===== config.mk =====
export PLATFORM = sky130hd
export DESIGN_NAME = fetch_unit
export DESIGN_NICKNAME = d
export VERILOG_FILES = /design/src/rtl/fetch_unit_pkg.sv /design/src/rtl/fetch_queue.sv /design/src/rtl/fetch_unit.sv
export SDC_FILE = /design/constraint.sdc
export NUM_CORES = 1
export LEC_CHECK = 0
export BUFFER_PORTS_ARGS = -buffer_cell sky130_fd_sc_hd__buf_2
export CAP_MARGIN = 30
export CORE_AREA = 2 2 190 192
export CTS_BUF_LIST = sky130_fd_sc_hd__clkbuf_4
export DETAILED_ROUTE_END_ITERATION = 12
export DIE_AREA = 0 0 192 194
export GPL_TIMING_DRIVEN = 1
export SLEW_MARGIN = 20
export SYNTH_ARGS = -nofsm -noshare
export SYNTH_HDL_FRONTEND = slang
export SYNTH_SLANG_ARGS = --single-unit

===== constraint.sdc =====
create_clock -name clk -period 8.3 [get_ports clk]
set_input_delay 0.415 -clock clk [delete_from_list [all_inputs] [get_ports clk]]
set_output_delay 0.415 -clock clk [all_outputs]
set_load 0.005 [all_outputs]

===== src/rtl/fetch_unit_pkg.sv =====
// Shared constants for the instruction-fetch front end.
//   INSTR_BYTES  : bytes per instruction word; the fetch PC advances by this.
//   RESET_VECTOR : default fetch PC loaded on reset.
//   ptr_bits()   : width of a queue pointer that carries one wrap bit.
package fetch_unit_pkg;

  localparam int          INSTR_BYTES  = 4;
  localparam logic [31:0] RESET_VECTOR = 32'h0000_0000;

  // One extra bit above the index so full and empty are distinguishable.
  function automatic int ptr_bits(input int depth);
    return $clog2(depth) + 1;
  endfunction

endpackage


===== src/rtl/fetch_queue.sv =====
// Fetch queue: DEPTH slots holding {pc, instruction word}.
// A slot is reserved (PC written) when a memory request is accepted, filled
// (data written) when its response returns, and visible at the head only
// once filled. Three pointers walk the ring in order head <= fill <= alloc.
// Ports:
//   clk, rst           clock, synchronous active-high reset
//   flush              frees every slot (redirect); overrides all updates
//   alloc, alloc_pc    reserve the next slot with this PC
//   fill, fill_data    write data into the oldest unfilled slot
//   pop                consume the head slot
//   full               all DEPTH slots reserved
//   unfilled           reserved slots still waiting for their response
//   head_valid/data/pc head slot contents (data/pc read as 0 when empty)
module fetch_queue
  import fetch_unit_pkg::*;
#(
  parameter int XLEN  = 32,
  parameter int DEPTH = 4
) (
  input  logic                 clk,
  input  logic                 rst,
  input  logic                 flush,
  input  logic                 alloc,
  input  logic [XLEN-1:0]      alloc_pc,
  input  logic                 fill,
  input  logic [XLEN-1:0]      fill_data,
  input  logic                 pop,
  output logic                 full,
  output logic [$clog2(DEPTH):0] unfilled,
  output logic                 head_valid,
  output logic [XLEN-1:0]      head_data,
  output logic [XLEN-1:0]      head_pc
);

  localparam int AW = $clog2(DEPTH);
  localparam int PW = ptr_bits(DEPTH);

  logic [PW-1:0]   alloc_ptr;
  logic [PW-1:0]   fill_ptr;
  logic [PW-1:0]   head_ptr;
  logic [PW-1:0]   reserved;
  logic [XLEN-1:0] pc_mem   [DEPTH];
  logic [XLEN-1:0] data_mem [DEPTH];
  logic            do_alloc;
  logic            do_fill;
  logic            do_pop;

  assign reserved   = alloc_ptr - head_ptr;
  assign full       = (reserved == PW'(DEPTH));
  assign unfilled   = alloc_ptr - fill_ptr;
  assign head_valid = (head_ptr != fill_ptr);

  // Guard each pointer move so a misbehaving neighbour cannot break ordering.
  assign do_alloc = alloc && !full;
  assign do_fill  = fill && (unfilled != '0);
  assign do_pop   = pop && head_valid;

  // Gate the read data so decode sees zeros whenever nothing is valid.
  assign head_data = head_valid ? data_mem[head_ptr[AW-1:0]] : '0;
  assign head_pc   = head_valid ? pc_mem[head_ptr[AW-1:0]]   : '0;

  always_ff @(posedge clk) begin
    if (rst || flush) begin
      alloc_ptr <= '0;
      fill_ptr  <= '0;
      head_ptr  <= '0;
    end else begin
      if (do_alloc) alloc_ptr <= alloc_ptr + 1'b1;
      if (do_fill)  fill_ptr  <= fill_ptr + 1'b1;
      if (do_pop)   head_ptr  <= head_ptr + 1'b1;
    end
  end

  // Slot storage carries no reset; validity lives entirely in the pointers.
  always_ff @(posedge clk) begin
    if (do_alloc) pc_mem[alloc_ptr[AW-1:0]]  <= alloc_pc;
    if (do_fill)  data_mem[fill_ptr[AW-1:0]] <= fill_data;
  end

endmodule


===== src/rtl/fetch_unit.sv =====
// Decoupled instruction-fetch front end.
// Holds the fetch PC, issues word requests to a variable-latency instruction
// memory, buffers returned words with their PCs and hands them to decode.
// A redirect flushes the queue and arranges for every response still owed
// by memory to be discarded.
// Ports:
//   clk, rst                      clock, synchronous active-high reset
//   mem_req_valid/ready/addr      request channel (word-aligned byte address)
//   mem_rsp_valid/data            in-order response channel
//   redirect_valid, redirect_pc   flush and restart fetch at redirect_pc
//   halt                          stop issuing requests, keep draining
//   inst_valid/ready/data/pc      instruction channel to decode
module fetch_unit
  import fetch_unit_pkg::*;
#(
  parameter int              XLEN     = 32,
  parameter int              DEPTH    = 4,
  parameter logic [XLEN-1:0] RESET_PC = XLEN'(RESET_VECTOR)
) (
  input  logic            clk,
  input  logic            rst,
  output logic            mem_req_valid,
  input  logic            mem_req_ready,
  output logic [XLEN-1:0] mem_req_addr,
  input  logic            mem_rsp_valid,
  input  logic [XLEN-1:0] mem_rsp_data,
  input  logic            redirect_valid,
  input  logic [XLEN-1:0] redirect_pc,
  input  logic            halt,
  output logic            inst_valid,
  input  logic            inst_ready,
  output logic [XLEN-1:0] inst_data,
  output logic [XLEN-1:0] inst_pc
);

  localparam int PW = ptr_bits(DEPTH);

  logic [XLEN-1:0] fetch_pc;
  logic [PW-1:0]   drop_cnt;
  logic [PW-1:0]   q_unfilled;
  logic            q_full;
  logic            req_fire;
  logic            rsp_drop;
  logic            q_alloc;
  logic            q_fill;
  logic            pop;
  logic            unused_pc_lsbs;

  assign unused_pc_lsbs = ^redirect_pc[1:0];

  assign mem_req_valid = !rst && !halt && !q_full;
  assign mem_req_addr  = fetch_pc;
  assign req_fire      = mem_req_valid && mem_req_ready;

  // Responses owed to pre-redirect requests are swallowed here.
  assign rsp_drop = mem_rsp_valid && (drop_cnt != '0);

  // Redirect wins over any same-cycle reservation or fill.
  assign q_alloc = req_fire && !redirect_valid;
  assign q_fill  = mem_rsp_valid && !rsp_drop && !redirect_valid;
  assign pop     = inst_valid && inst_ready;

  fetch_queue #(
    .XLEN  (XLEN),
    .DEPTH (DEPTH)
  ) u_queue (
    .clk        (clk),
    .rst        (rst),
    .flush      (redirect_valid),
    .alloc      (q_alloc),
    .alloc_pc   (fetch_pc),
    .fill       (q_fill),
    .fill_data  (mem_rsp_data),
    .pop        (pop),
    .full       (q_full),
    .unfilled   (q_unfilled),
    .head_valid (inst_valid),
    .head_data  (inst_data),
    .head_pc    (inst_pc)
  );

  // On redirect, everything memory still owes us becomes a drop: requests
  // already dropped, reserved-but-unfilled slots, plus a request accepted
  // this cycle, minus a response arriving this cycle (it is discarded too).
  always_ff @(posedge clk) begin
    if (rst) begin
      fetch_pc <= RESET_PC;
      drop_cnt <= '0;
    end else if (redirect_valid) begin
      fetch_pc <= {redirect_pc[XLEN-1:2], 2'b00};
      drop_cnt <= drop_cnt + q_unfilled + PW'(req_fire) - PW'(mem_rsp_valid);
    end else begin
      if (req_fire) fetch_pc <= fetch_pc + XLEN'(INSTR_BYTES);
      if (rsp_drop) drop_cnt <= drop_cnt - 1'b1;
    end
  end

endmodule


## Word-level counts from Yosys, hierarchy flattened

Memory sizes are Yosys's and may differ from the RTL's. A register that Yosys moved wholly into a read port is not among the register bits.
Cells that the tools add are included.
Widths: inputs -> output; s select.

| word-level totals | value |
|---|---|
| input port bits | 71 |
| output and inout port bits | 98 |
| word-level logic and storage cells | 56 |
| memory bits (writable) | 256 |
| register bits | 44 |
| memories kept | 2 |

| operators by class | value |
|---|---|
| eq/ne operators | 2 |
| muxes and demuxes | 14 |
| reductions and logical operators | 22 |
| $add $sub $neg | 10 |

Memories:

| memory | depth | bits a word | read ports | clocked after Yosys merged registers in | write ports | line | text |
|---|---|---|---|---|---|---|---|
| u_queue.data_mem | 4 | 32 | 1 | 1 | 1 | fetch_queue.sv:43 | `logic [XLEN-1:0] data_mem [DEPTH];` |
| u_queue.pc_mem | 4 | 32 | 1 | 1 | 1 | fetch_queue.sv:42 | `logic [XLEN-1:0] pc_mem [DEPTH];` |

Operators by type and width:

| cell | count |
|---|---|
| $mux 32 | 4 |
| $add 32x3->32 const B | 1 |
| $logic_and 1x1->1 | 11 |
| $add 3x1->3 const B | 3 |
| $mux 2 | 4 |
| $mux 3 | 2 |
| $reduce_bool 3->1 | 2 |
| $sub 3x3->3 | 2 |
| $logic_not 1->1 | 5 |
| $mux 1 | 4 |
| $reduce_bool 2->1 | 2 |
| $add 3x1->3 | 1 |
| $add 3x3->3 | 1 |
| $eq 3x3->1 const B | 1 |
| $ne 3x3->1 | 1 |
| $sub 3x1->3 | 1 |
| $sub 3x1->3 const B | 1 |
| $reduce_or 2->1 | 1 |
| $logic_or 1x1->1 | 1 |

## Logic depth before layout (Yosys ltp)

Gate-level depths: netlist (run 1).

| depth | value |
|---|---|
| depth after elaboration | 9 |
| depth in mapped cells | 15 |
| depth with buffers taken out | 14 |

## By module

Synthesis (run 1) repeated with hierarchy kept, for this count alone.

| unflattened totals | value |
|---|---|
| cell total of the unflattened synthesis | 757 |
| area, all modules | 12594.6 um2 |

Modules (own cells, without submodules):

| module | cells an instance | area each (um2) | sequential area each (um2) | instances |
|---|---|---|---|---|
| fetch_queue | 497 | 10500.1 | 7907.6 | 1 |
| fetch_unit | 260 | 2094.5 | 660.6 | 1 |

## Least setup slack after synthesis (run 1)

OpenSTA, ideal clock, no wires.

| timing path | value |
|---|---|
| path kind | reg-to-reg |
| start | register u_queue.alloc_ptr[0] |
| end | register drop_cnt[2] |
| slack | 5.257 ns |
| clock period less this slack | 3.043 ns |
| library setup time | 0.128 ns |
| arrival time | 2.915 ns |
| required time | 8.172 ns |
| buffers on the path | 1 |
| stages on the path, launching flop included | 16 |
| path through | dfxtp_1 > inv_1 > ha_1 > nor2b_1 > xor2_2 > o21ai_1 > buf_2 > xor2_1 > ha_1 > o21bai_1 > fa_1 > xnor2_1 > xnor2_1 > xor2_1 > a21oi_1 > nor2_1 |

| between the ends | value |
|---|---|
| longest elaborated chain between the ends | 8 |
| elaborated cells on any way between the ends | 10 |
| those cells by class | add/sub (5); eq/ne (1); mux (1); reduce/logical (3) |

RTL lines:

| element | line | text |
|---|---|---|
| from (decl) | fetch_queue.sv:38 | `logic [PW-1:0] alloc_ptr;` |
| from (signal assigned) | fetch_queue.sv:68 | `if (do_alloc) alloc_ptr <= alloc_ptr + 1'b1;` |
| parallel branches: the longest is 5 deep, another holds $sub 3x3->3 | - |  |
| $add 3x1->3 (*) | fetch_unit.sv:91 | `drop_cnt <= drop_cnt + q_unfilled + PW'(req_fire) - PW'(mem_rsp_valid);` |
| $sub 3x1->3 (*) | fetch_unit.sv:91 |  |
| $mux 3 (*) | fetch_unit.sv:89 | `end else if (redirect_valid) begin` |
| to (signal assigned) | fetch_unit.sv:91 |  |
| to (signal assigned) | fetch_unit.sv:94 | `if (rsp_drop) drop_cnt <= drop_cnt - 1'b1;` |
| to (decl) | fetch_unit.sv:39 | `logic [PW-1:0] drop_cnt;` |

Mark *: on every way between the ends.
A chain may end at the register's enable or synchronous reset.

## Worst setup path in the final report (run 1)

Ends and elaborated chain as after synthesis.

==> flow_metrics.tcl, run 1 <==
set metrics [dict create \
    hold_violations 0 \
    slew_viol_final 0 \
    first_pass_iters 5 \
    ctsResizeCount 0 \
    grt_first_pass_wirelength_um 43800 \
    syn2layout_area_growth_pct 23.86 \
    synthTopCellsByArea "edfxtp_1 (61%), mux4_2 (11%), dfxtp_1 (7.2%)" \
    synthesis.area_um2 12220 \
    path_clk_slew_ns 0.07 \
    synth_edf_count 248 \
    mostFrequentLayoutCell "edfxtp_1" \
    hpwlAfterDp_um 17450 \
    routed_wl_um 28410 \
    layout_common_cells "edfxtp_1 (248), buf_2 (162), clkbuf_4 (112)" \
    die_h_um 194 \
    crit_required_ns 8.87 \
    clock_path_buffers 3 \
    cp.arrival_ns 4.10 \
    skew_ns 0.03700 \
    min_from "redirect_pc[21]" \
    synth_top_family_by_area "multiplexers" \
    track_usage_pct 15.56 \
    r2r_cells 15 \
    yosys.area.top_type "edfxtp_1" \
    first_iter_violations 436 \
    synthXorXnorAreaFrac_pct 2.540 \
    grt_max_degree 63 \
    num_rows 69 \
    dp_slack_ns 4.802 \
    numCtsBuffers 75 \
    cp_max_fo 17 \
    final_antenna_net_count 0 \
    route.vias.total 7501 \
    placeableCoreArea_um2 35220 \
    worst_slew_pin_slew_ns 0.8104 \
    netlist_instances 731 \
    io_pins 169 \
    powerDensity_nw_per_um2 197.3 \
    yosysTopAreaCellShare_pct 60.95 \
    fp.dieW_um 192 \
    synthArstFlopShare_pct 0 \
    startpoint_type "flip-flop" \
    wl_per_cell_um 18.61 \
    min_to "mem_req_addr[21]$_SDFFE_PP0P_" \
    synth-seq-cells 292 \
    start_util_pct 34.69 \
    drive_gt1_share_pct 35.00 \
    fin_crit_ns 3.529 \
    port_buffers 162 \
    cts_root_buffer "clkbuf_4" \
    peakVddDrop_mv 0.1097 \
    hp-class "in -> reg" \
    viasPerCell 4.912 \
    grt_pass1_vias 7924 \
    worstReg2RegEnd "drop_cnt[2]$_SDFFE_PP0P_" \
    setup_violations 0 \
    status "finished clean" \
    yosys.area_share.simple_pct 8.592 \
    synthAdderAreaFrac_pct 2.171 \
    final_nets 1099 \
    whs_path_depth 4 \
    regToRegSetupSlack_ns 4.77 \
    clock-sinks 292 \
    drc 0 \
    tns_ns 0 \
    n_fill_cell 3221 \
    yosys_warnings 0 \
    grt-ovfl-total 0 \
    ys_seq_area_share_pct 68.16 \
    cts_tree "yes" \
    final.setup.worst_slack_ns 4.771 \
    synth_ff_type "edfxtp_1" \
    reg2reg_from "u_queue.alloc_ptr[0]$_SDFFE_PP0N_" \
    fin_crit_sh_pct 42.52 \
    syn_area_per_cell_um2 16.71 \
    crit_type "reg -> reg" \
    cap_viol_max_count 0 \
    antenna_found_initial 3 \
    htree_num_levels 3 \
    rsz0062_at_grt "false" \
    muxShareOfSynthArea_pct 11.67 \
    die_area_um2 37250 \
    max_freq_mhz 283.4 \
    leakagePower_nw 5.353 \
    gp_routability_congestion 0.7878 \
    crit_path_end_kind "flip-flop" \
    clk_latency_ns 0.71 \
    synth_compound_area_share_pct 4.526 \
    slew_headroom_pct 45.98 \
    yosysUniqueCellTypes 60 \
]
==> worst max-delay path by stage <==
stage                                       from                        to  slack [ns]
2_1_floorplan  u_queue.alloc_ptr[0]$_SDFFE_PP0N_  drop_cnt[2]$_SDFFE_PP0P_        5.26
3_3_place_gp   u_queue.alloc_ptr[0]$_SDFFE_PP0N_  drop_cnt[2]$_SDFFE_PP0P_        4.83
3_5_place_dp   u_queue.alloc_ptr[0]$_SDFFE_PP0N_  drop_cnt[2]$_SDFFE_PP0P_        4.80
4_1_cts                                flip-flop              inst_data[8]        4.78
5_1_grt        u_queue.alloc_ptr[0]$_SDFFE_PP0N_  drop_cnt[2]$_SDFFE_PP0P_        4.41
6_report       u_queue.alloc_ptr[0]$_SDFFE_PP0N_  drop_cnt[2]$_SDFFE_PP0P_        4.77
==> layer usage <==
layer / wire length, um / vias to the layer above / part of all wire, % / track usage (%)
met5: 0 / - / 0 / 0
met4: 700 / 0 / 2.5 / 6.785
li1: - / 3467 / - / -
met1: 12430 / 3712 / 44 / 19.98
met3: 1966 / 57 / 6.9 / 4.615
met2: 13310 / 265 / 47 / 24.43
==> synth_stat cells, types with 10 or more instances <==
cell	instances
xnor2_1	11
dfxtp_1	44
a311oi_1	14
edfxtp_1	248
inv_1	22
nor2b_1	64
mux4_2	62
ha_1	18
nand2_1	19
and2_1	10
nor2_1	42
clkbuf_1	23
xor2_1	18
a211oi_1	12
==> per-stage QoR <==
step	util, %	power [W]	area (um2)	hold WS (ns)	std cells
floorplan	-	0.001730	12230	0.5139	734
CTS	42.86	0.003040	15100	0.04035	1523
global placement	38.42	0.001787	13530	0.5555	1331
finish	42.96	0.002985	15130	0.1353	1527
detailed placement	38.50	0.001790	13560	0.5589	1332
global route	42.96	0.003130	15130	0.07156	1526
==> area by class of cell <==
class	count	area, um2	share of cell area [%]
tap	461	576.8	3.811
inverter	22	82.58	0.5457
multi-input combinational	380	3625	23.95
sequential	292	8333	55.06
clock buffer	112	840.8	5.556
antenna	3	7.507	0.04961
timing repair buffer	237	1562	10.32
clock inverter	20	106.4	0.7028
==> cell families (layout without fill, tap and decap cells) <==
kind of cell / count (synthesis) / count (layout)
and+or+nand+nor: 186 / 186
AOI/OAI and AO/OA: 73 / 73
DFF: 292 / 292
adders and majority gates: 20 / 20
muxes: 65 / 65
buffers and inverters: 62 / 391
other: 1 / 7
xor gates and xnor gates: 32 / 32
==> power by group <==
part	internal (W)	switching, W
Sequential	0.00161	0.0000300
Clock	0.000646	0.000558
Combinational	0.0000713	0.0000698
Total	0.00233	0.000658
==> registers in the layout, indices dropped and copies added, names as in the netlist, named ones only <==
register and flops:
u_queue.alloc_ptr 3, u_queue.fill_ptr 3, u_queue.pc_mem 120, u_queue.data_mem 128
u_queue.head_ptr 3, drop_cnt 3, mem_req_addr 30
==> worst max-delay path, cell delays in order, from the launching register on <==
cell,delay [ns]
dfxtp_1,0.33
inv_1,0.17
ha_1,0.17
nor2b_1,0.26
xor2_2,0.61
o21ai_1,0.11
buf_4,0.23
xor2_1,0.16
ha_1,0.18
o21bai_1,0.16
fa_1,0.39
xnor2_1,0.15
xnor2_1,0.13
xor2_1,0.14
a21oi_1,0.15
nor2_1,0.05
==> what timing repair did <==
item	in CTS	in global routing
setup buffers	0	0
setup endpoints to repair	0	0
endpoints found under the hold margin	155	0
hold buffers	59	0
No activity file was read; power rests on OpenSTA's default activity.
==> run 2: changes to the inputs <==
ABC_AREA = 1   (was unset)
CORE_AREA = 2 2 196 198   (was 2 2 190 192)
DIE_AREA = 0 0 198 200   (was 0 0 192 194)
clock period = 2.9 ns   (was 8.3 ns; I/O delays follow)
==> run 2 against run 1 <==
  * Die area rose by 6.3%
  * Maximum frequency grew 28%
  * Clock power increased to 3.0 times the previous value
  * Count of clock-buffer cells in the layout is 10 lower
  * Wire length grew 21%
  * Critical path type unchanged
==> flow_metrics.tcl, run 2 <==
set metrics [dict create \
    synth_compound_area_share_pct 8.935 \
    antenna_found_initial 1 \
    p_switching_w 0.001976 \
    crit_path_end_kind "flip-flop" \
    tns_ns 0 \
    final_antenna_net_count 0 \
    cp_slowest_cell "dlygate4sd3_1" \
    layout_common_cells "nor2_1 (349), edfxtp_1 (248), nand2_1 (216)" \
    synthAdderAreaFrac_pct 2.041 \
    path_clk_slew_ns 0.07 \
    hold_violations 0 \
    synth_commonest_cells "nor2_1 (357), edfxtp_1 (248), nand2_1 (220), o21ai_0 (139), a21oi_1 (87)" \
    cp.arrival_ns 3.29 \
    cap_viol_max_count 0 \
    startpoint_type "flip-flop" \
    yosysTopAreaCellShare_pct 57.31 \
    grt_pass1_vias 10280 \
    routed_wl_um 34360 \
    drc 0 \
    htree_num_levels 3 \
    leakagePower_nw 6.529 \
    crit_type "reg -> reg" \
    grt_max_degree 79 \
    die_h_um 200 \
    cp_max_fo 19 \
    clock_path_buffers 3 \
    max_freq_mhz 363.7 \
    synth_edf_count 248 \
    first_pass_iters 5 \
    synthTopCellsByArea "edfxtp_1 (57%), nor2_1 (10%), dfxtp_1 (6.8%)" \
    netSwitchingFraction_pct 22.66 \
    final_nets 1736 \
    yosysMostFrequentCell "nor2_1" \
    hp-class "in -> reg" \
    p_seq_share_pct 53.5 \
    first_iter_violations 592 \
    num_rows 71 \
    track_usage_pct 17.47 \
    grt-ovfl-total 0 \
    fin_crit_sh_pct 94.82 \
    skew_ns 0.05616 \
    crit_path_cell_trace "inv_1 -> ha_4 -> nand2_2 -> nand2_2 -> nand2_2 -> nand3_4 -> nand3_4 -> buf_4 -> nand2_4 -> clkinv_2 -> nand2_1 -> a21oi_1 -> dlygate4sd3_1" \
    synth_top_family_by_area "simple AND/OR/NAND/NOR gates" \
    synthArstFlopShare_pct 0 \
    peakVddDrop_mv 0.2543 \
    synth_ff_type "edfxtp_1" \
    slew_viol_final 0 \
    cts_root_buffer "clkbuf_4" \
    slowest_delay_ns 0.57 \
    clock-sinks 292 \
    yosysUniqueCellTypes 28 \
    synth-seq-cells 292 \
    stdcell_area_um2 16660 \
    worst_slew_pin_slew_ns 0.8246 \
    cp_common_cell "nand2_2" \
    port_buffers 162 \
    p_clk_share_pct 40.6 \
    grt_first_pass_wirelength_um 53230 \
    wl_per_cell_um 15.57 \
    drive_gt1_share_pct 20.88 \
    n_fill_cell 3517 \
    slew_headroom_pct 45.03 \
    viasPerCell 4.690 \
    route.vias.total 10350 \
    hpwlAfterDp_um 21080 \
    internal-power_w 0.006745 \
    fin_crit_ns 2.750 \
    syn2layout_area_growth_pct 28.20 \
    yosys.area.top_type "edfxtp_1" \
    yosys.area_share.simple_pct 19.01 \
    fin_hold_ws_ns 0.1350 \
    powerDensity_nw_per_um2 523.5 \
    netlist_instances 1338 \
    dpl-instance-area_um2 14630 \
    start_util_pct 34.75 \
    fp.dieW_um 198 \
    setup_violations 0 \
    gp_routability_congestion 0.8462 \
    mostFrequentLayoutCell "nor2_1" \
    numCtsBuffers 76 \
    cts_tree "yes" \
    clk_latency_ns 0.69 \
    status "finished clean" \
    die_area_um2 39600 \
    syn_area_per_cell_um2 9.712 \
    placeableCoreArea_um2 37400 \
    yosys_warnings 0 \
    largest_reg_flops 128 \
    crit_required_ns 3.44 \
    synthesis.area_um2 12990 \
    pwr-share-comb_pct 5.9 \
    crit_buf_inv 4 \
    synthXorXnorAreaFrac_pct 1.348 \
    muxShareOfSynthArea_pct 0 \
    io_pins 169 \
    cp_top_family "buffers and inverters" \
    ys_seq_area_share_pct 64.09 \
]
## run 2: cell count changes in the layout (fill, tap and decap cells not counted), moves of 14 or more
cell	change
a21oi_1	+80
a311oi_1	-14
dlygate4sd3_1	+37
inv_1	+48
mux4_2	-62
nand2_1	+197
nand3_1	+32
nor2_1	+307
nor2b_1	-64
o21ai_0	+134
## run 2: final cells by class
cell class | count | area (um2) | area share [%]
timing repair buffer | 295 | 2221 | 13.33
clock buffer | 102 | 765.7 | 4.596
multi-input combinational | 904 | 4217 | 25.31
inverter | 76 | 286.5 | 1.720
antenna | 1 | 2.502 | 0.01502
clock inverter | 26 | 192.7 | 1.157
tap | 511 | 639.4 | 3.838
sequential | 292 | 8335 | 50.03
## run 2: per-stage QoR
| step | setup slack (ns) | power (W) | instances | util (%) |
|---|---|---|---|---|
| 2_1_floorplan | -0.4255 | 0.004957 | 1341 | - |
| 3_3_place_gp | 0.1338 | 0.005137 | 1977 | 38.83 |
| 3_5_place_dp | 0.08104 | 0.005146 | 1981 | 39.13 |
| 4_1_cts | 0.05957 | 0.008835 | 2205 | 44.26 |
| 5_1_grt | -0.01212 | 0.009139 | 2207 | 44.55 |
| 6_report | 0.1502 | 0.008721 | 2207 | 44.55 |
## run 2: power by group through the flow
| stage | sequential [W] | clock [W] | combinational [W] |
|---|---|---|---|
| 3_5_place_dp | 0.00476 | 0 | 0.000389 |
| 4_1_cts | 0.00467 | 0.00367 | 0.000493 |
| 5_1_grt | 0.00467 | 0.00389 | 0.000578 |
| 6_report | 0.00467 | 0.00354 | 0.000512 |
| 2_1_floorplan | 0.00473 | 0 | 0.000222 |
| 3_3_place_gp | 0.00476 | 0 | 0.000382 |
## run 2: logic make-up (layout without fill, tap and decap cells)
kind of cell               count (synthesis)  in the layout
adders and majority gates                 20             20
buffers and inverters                    145            499
AOI/OAI and AO/OA                        230            230
other                                      1              5
and+or+nand+nor                          630            630
xor gates and xnor gates                  20             20
DFF                                      292            292
## run 2: worst min-delay path: stages
cell and delay [ns]:
buf_2 0.13, nand3_4 0.09, buf_4 0.27, a21oi_1 0.13
## run 2: worst paths after layout
check | start | endpoint | slack (ns) | depth (start not counted)
max | u_queue.head_ptr[1]$_SDFFE_PP0P_ | mem_req_addr[16]$_SDFFE_PP0P_ | 0.15 | 13
min | mem_req_ready | u_queue.alloc_ptr[0]$_SDFFE_PP0N_ | 0.13 | 4
max reg2reg | u_queue.head_ptr[1]$_SDFFE_PP0P_ | mem_req_addr[16]$_SDFFE_PP0P_ | 0.15 | 13
min reg2reg | drop_cnt[2]$_SDFFE_PP0P_ | drop_cnt[2]$_SDFFE_PP0P_ | 0.49 | 2
## run 2: routing by layer
layer / GRT usage [%] / vias up / routed length (um) / share of wire, %
li1: - / 5118 / - / -
met1: 21.12 / 4836 / 14680 / 43
met2: 30.69 / 336 / 16970 / 49
met3: 3.629 / 60 / 1921 / 5.6
met4: 6.823 / 0 / 789 / 2.3
met5: 0 / - / 0 / 0
## run 2: repair_timing
| action | CTS | global route |
|---|---|---|
| gates resized for setup | 0 | 23 |
| hold buffers | 96 | 0 |
| hold endpoints to repair | 169 | 0 |
| endpoints found under the setup margin | 0 | 15 |
| setup buffers | 0 | 1 |
==> run 3: changes to the inputs <==
CORE_AREA = 2 2 215 217   (was 2 2 196 198)
DIE_AREA = 0 0 217 219   (was 0 0 198 200)
==> run 3 against run 2 <==
  * Final cell count is 4.5% higher
  * Sequential share of layout area is 0.32 points lower
  * Core utilization is 7.4 points lower
  * Critical path type unchanged
  * Setup slack better by 0.023 ns
  * Final area is 0.66% higher
  * Clock power is 5.9% higher
  * Critical path depth is 6 higher
  * Combinational power hardly changed
  * Sequential power hardly changed
  * Via count is 0.24% higher
==> flow_metrics.tcl, run 3 (synthesis results as in run 2) <==
set metrics [dict create \
    hp-class "in -> reg" \
    cts_root_buffer "clkbuf_4" \
    p_switching_w 0.002018 \
    busiest_layer "met2" \
    clock_path_buffers 3 \
    use_met2_pct 25.15 \
    p_seq_share_pct 52.3 \
    slew_viol_final 0 \
    largest_reg_flops 128 \
    routed_wl_um 35330 \
    grt_first_pass_wirelength_um 54680 \
    viasPerCell 4.497 \
    cp_slowest_cell "fa_2" \
    use_met1_pct 18.53 \
    internal-power_w 0.006914 \
    r2r_cells 19 \
    fin_crit_ns 2.727 \
    worst_slew_pin_slew_ns 0.8324 \
    pwr-share-comb_pct 5.7 \
    placedCellCount 2063 \
    fp.dieW_um 217 \
    num_rows 78 \
    crit_path_cell_trace "inv_2 -> ha_4 -> a21oi_2 -> nand2_1 -> nand3_2 -> nand3_2 -> xnor2_2 -> inv_1 -> ha_1 -> o21bai_4 -> fa_2 -> xor2_1 -> nand2_1 -> nand2_1 -> inv_1 -> nand2_1 -> nand3_1 -> nand2_1 -> a21oi_1" \
    final_antenna_net_count 0 \
    track_usage_pct 14.83 \
    die_h_um 219 \
    slew_headroom_pct 44.51 \
    port_buffers 162 \
    regToRegSetupSlack_ns 0.17 \
    final.setup.worst_slack_ns 0.1730 \
    dp_slack_ns 0.1316 \
    clk_latency_ns 0.74 \
    status "finished clean" \
    p_clk_share_pct 42.0 \
    hold_violations 0 \
    crit_buf_inv 3 \
    min_to "u_queue.data_mem[1][21]$_DFFE_PP_" \
    gp_routability_congestion 0.8429 \
    cap_viol_max_count 0 \
    post-route-util_pct 37.19 \
    cp_common_cell "nand2_1" \
    drive_gt1_share_pct 20.86 \
    powerDensity_nw_per_um2 532.7 \
    layout_common_cells "nor2_1 (349), edfxtp_1 (248), nand2_1 (220)" \
    setup_violations 0 \
    max_freq_mhz 366.7 \
    first_pass_iters 5 \
    netSwitchingFraction_pct 22.60 \
    fin_cells 2307 \
    numCtsBuffers 80 \
    power_w 0.008933 \
    crit_required_ns 3.52 \
    wl_per_cell_um 15.32 \
    mostFrequentLayoutCell "nor2_1" \
    grt_max_degree 79 \
    grt-ovfl-total 0 \
    crit_path_end_kind "flip-flop" \
    syn2layout_area_growth_pct 29.05 \
    htree_num_levels 3 \
    final_nets 1738 \
    gr-usage-met3_pct 3.756 \
    leakagePower_nw 6.545 \
    drc 0 \
    route.vias.total 10380 \
    fin_crit_sh_pct 94.03 \
    min_from "mem_rsp_data[21]" \
    path_clk_slew_ns 0.06 \
    antenna_found_initial 2 \
    cts_tree "yes" \
    start_util_pct 28.82 \
    crit_type "reg -> reg" \
    peakVddDrop_mv 0.2628 \
    die_area_um2 47520 \
    slowest_delay_ns 0.40 \
    clock-sinks 292 \
    whs_path_depth 2 \
    grt_pass1_vias 10140 \
    placeableCoreArea_um2 45090 \
    worstReg2RegEnd "drop_cnt[2]$_SDFFE_PP0P_" \
    skew_ns 0.03465 \
    cp_top_family "adder cells" \
    cp.arrival_ns 3.34 \
    startpoint_type "flip-flop" \
    cp_max_fo 3 \
    reg2reg_from "u_queue.head_ptr[1]$_SDFFE_PP0P_" \
    first_iter_violations 623 \
    hpwlAfterDp_um 22030 \
    io_pins 169 \
]
## run 3: metal layers
metal  wire, um  share of wire, %
met3       2214               6.3
met5          0                 0
met1      15400                44
met2      17200                49
met4        514               1.5
## run 3: worst reg2reg max path, delay by kind of cell, from the launching register on
kind / cells / cell delay (ns)
adders and majority gates: 3 / 0.81
and+or+nand+nor: 8 / 0.63
xor gates and xnor gates: 2 / 0.33
buffers and inverters: 3 / 0.15
AOI/OAI and AO/OA: 3 / 0.37
DFF: 1 / 0.33
## run 3: timing repair
| item | 4_1_cts | 5_1_grt |
|---|---|---|
| setup endpoints to repair | 19 | 12 |
| hold endpoints to repair | 172 | 0 |
| setup buffers | 0 | 1 |
| gates resized for setup | 1 | 14 |
| pin swaps | 0 | 7 |
| hold buffers | 101 | 0 |
## run 3: area by class of cell
| class | instances | area, um2 |
|---|---|---|
| fill | 4534 | 28320 |
| sequential | 292 | 8337 |
| multi-input combinational | 904 | 4184 |
| timing repair buffer | 293 | 2167 |
| clock buffer | 114 | 855.8 |
| tap | 600 | 750.7 |
| inverter | 76 | 289.0 |
| clock inverter | 23 | 173.9 |
| antenna | 5 | 12.51 |
## run 3: how the worst max path moves through the flow
stage | cells past startpoint | slack [ns] | from | to
3_5_place_dp | 16 | 0.13 | u_queue.alloc_ptr[0]$_SDFFE_PP0N_ | drop_cnt[2]$_SDFFE_PP0P_
6_report | 19 | 0.17 | u_queue.head_ptr[1]$_SDFFE_PP0P_ | drop_cnt[2]$_SDFFE_PP0P_
5_1_grt | 19 | -0.006 | u_queue.head_ptr[1]$_SDFFE_PP0P_ | drop_cnt[2]$_SDFFE_PP0P_
2_1_floorplan | 9 | -0.43 | u_queue.alloc_ptr[0]$_SDFFE_PP0N_ | u_queue.data_mem[3][0]$_DFFE_PP_
3_3_place_gp | 19 | 0.14 | u_queue.head_ptr[1]$_SDFFE_PP0P_ | drop_cnt[2]$_SDFFE_PP0P_
4_1_cts | 16 | 0.12 | u_queue.alloc_ptr[0]$_SDFFE_PP0N_ | drop_cnt[2]$_SDFFE_PP0P_
## run 3: power groups by stage
stage          registers, W  clock network, W  logic (W)
2_1_floorplan       0.00473                 0   0.000222
3_3_place_gp        0.00476                 0   0.000379
3_5_place_dp        0.00476                 0   0.000386
4_1_cts             0.00467           0.00390   0.000496
5_1_grt             0.00468           0.00412   0.000575
6_report            0.00467           0.00375   0.000512
## run 3: through the flow
step	TNS, ns	cell area [um2]	hold slack, ns
2_1_floorplan	-54.46	13010	0.2439
6_report	0	16770	0.1676
3_3_place_gp	0	14620	0.3599
5_1_grt	-0.005526	16770	0.06450
3_5_place_dp	0	14650	0.3649
4_1_cts	0	16690	0.06440
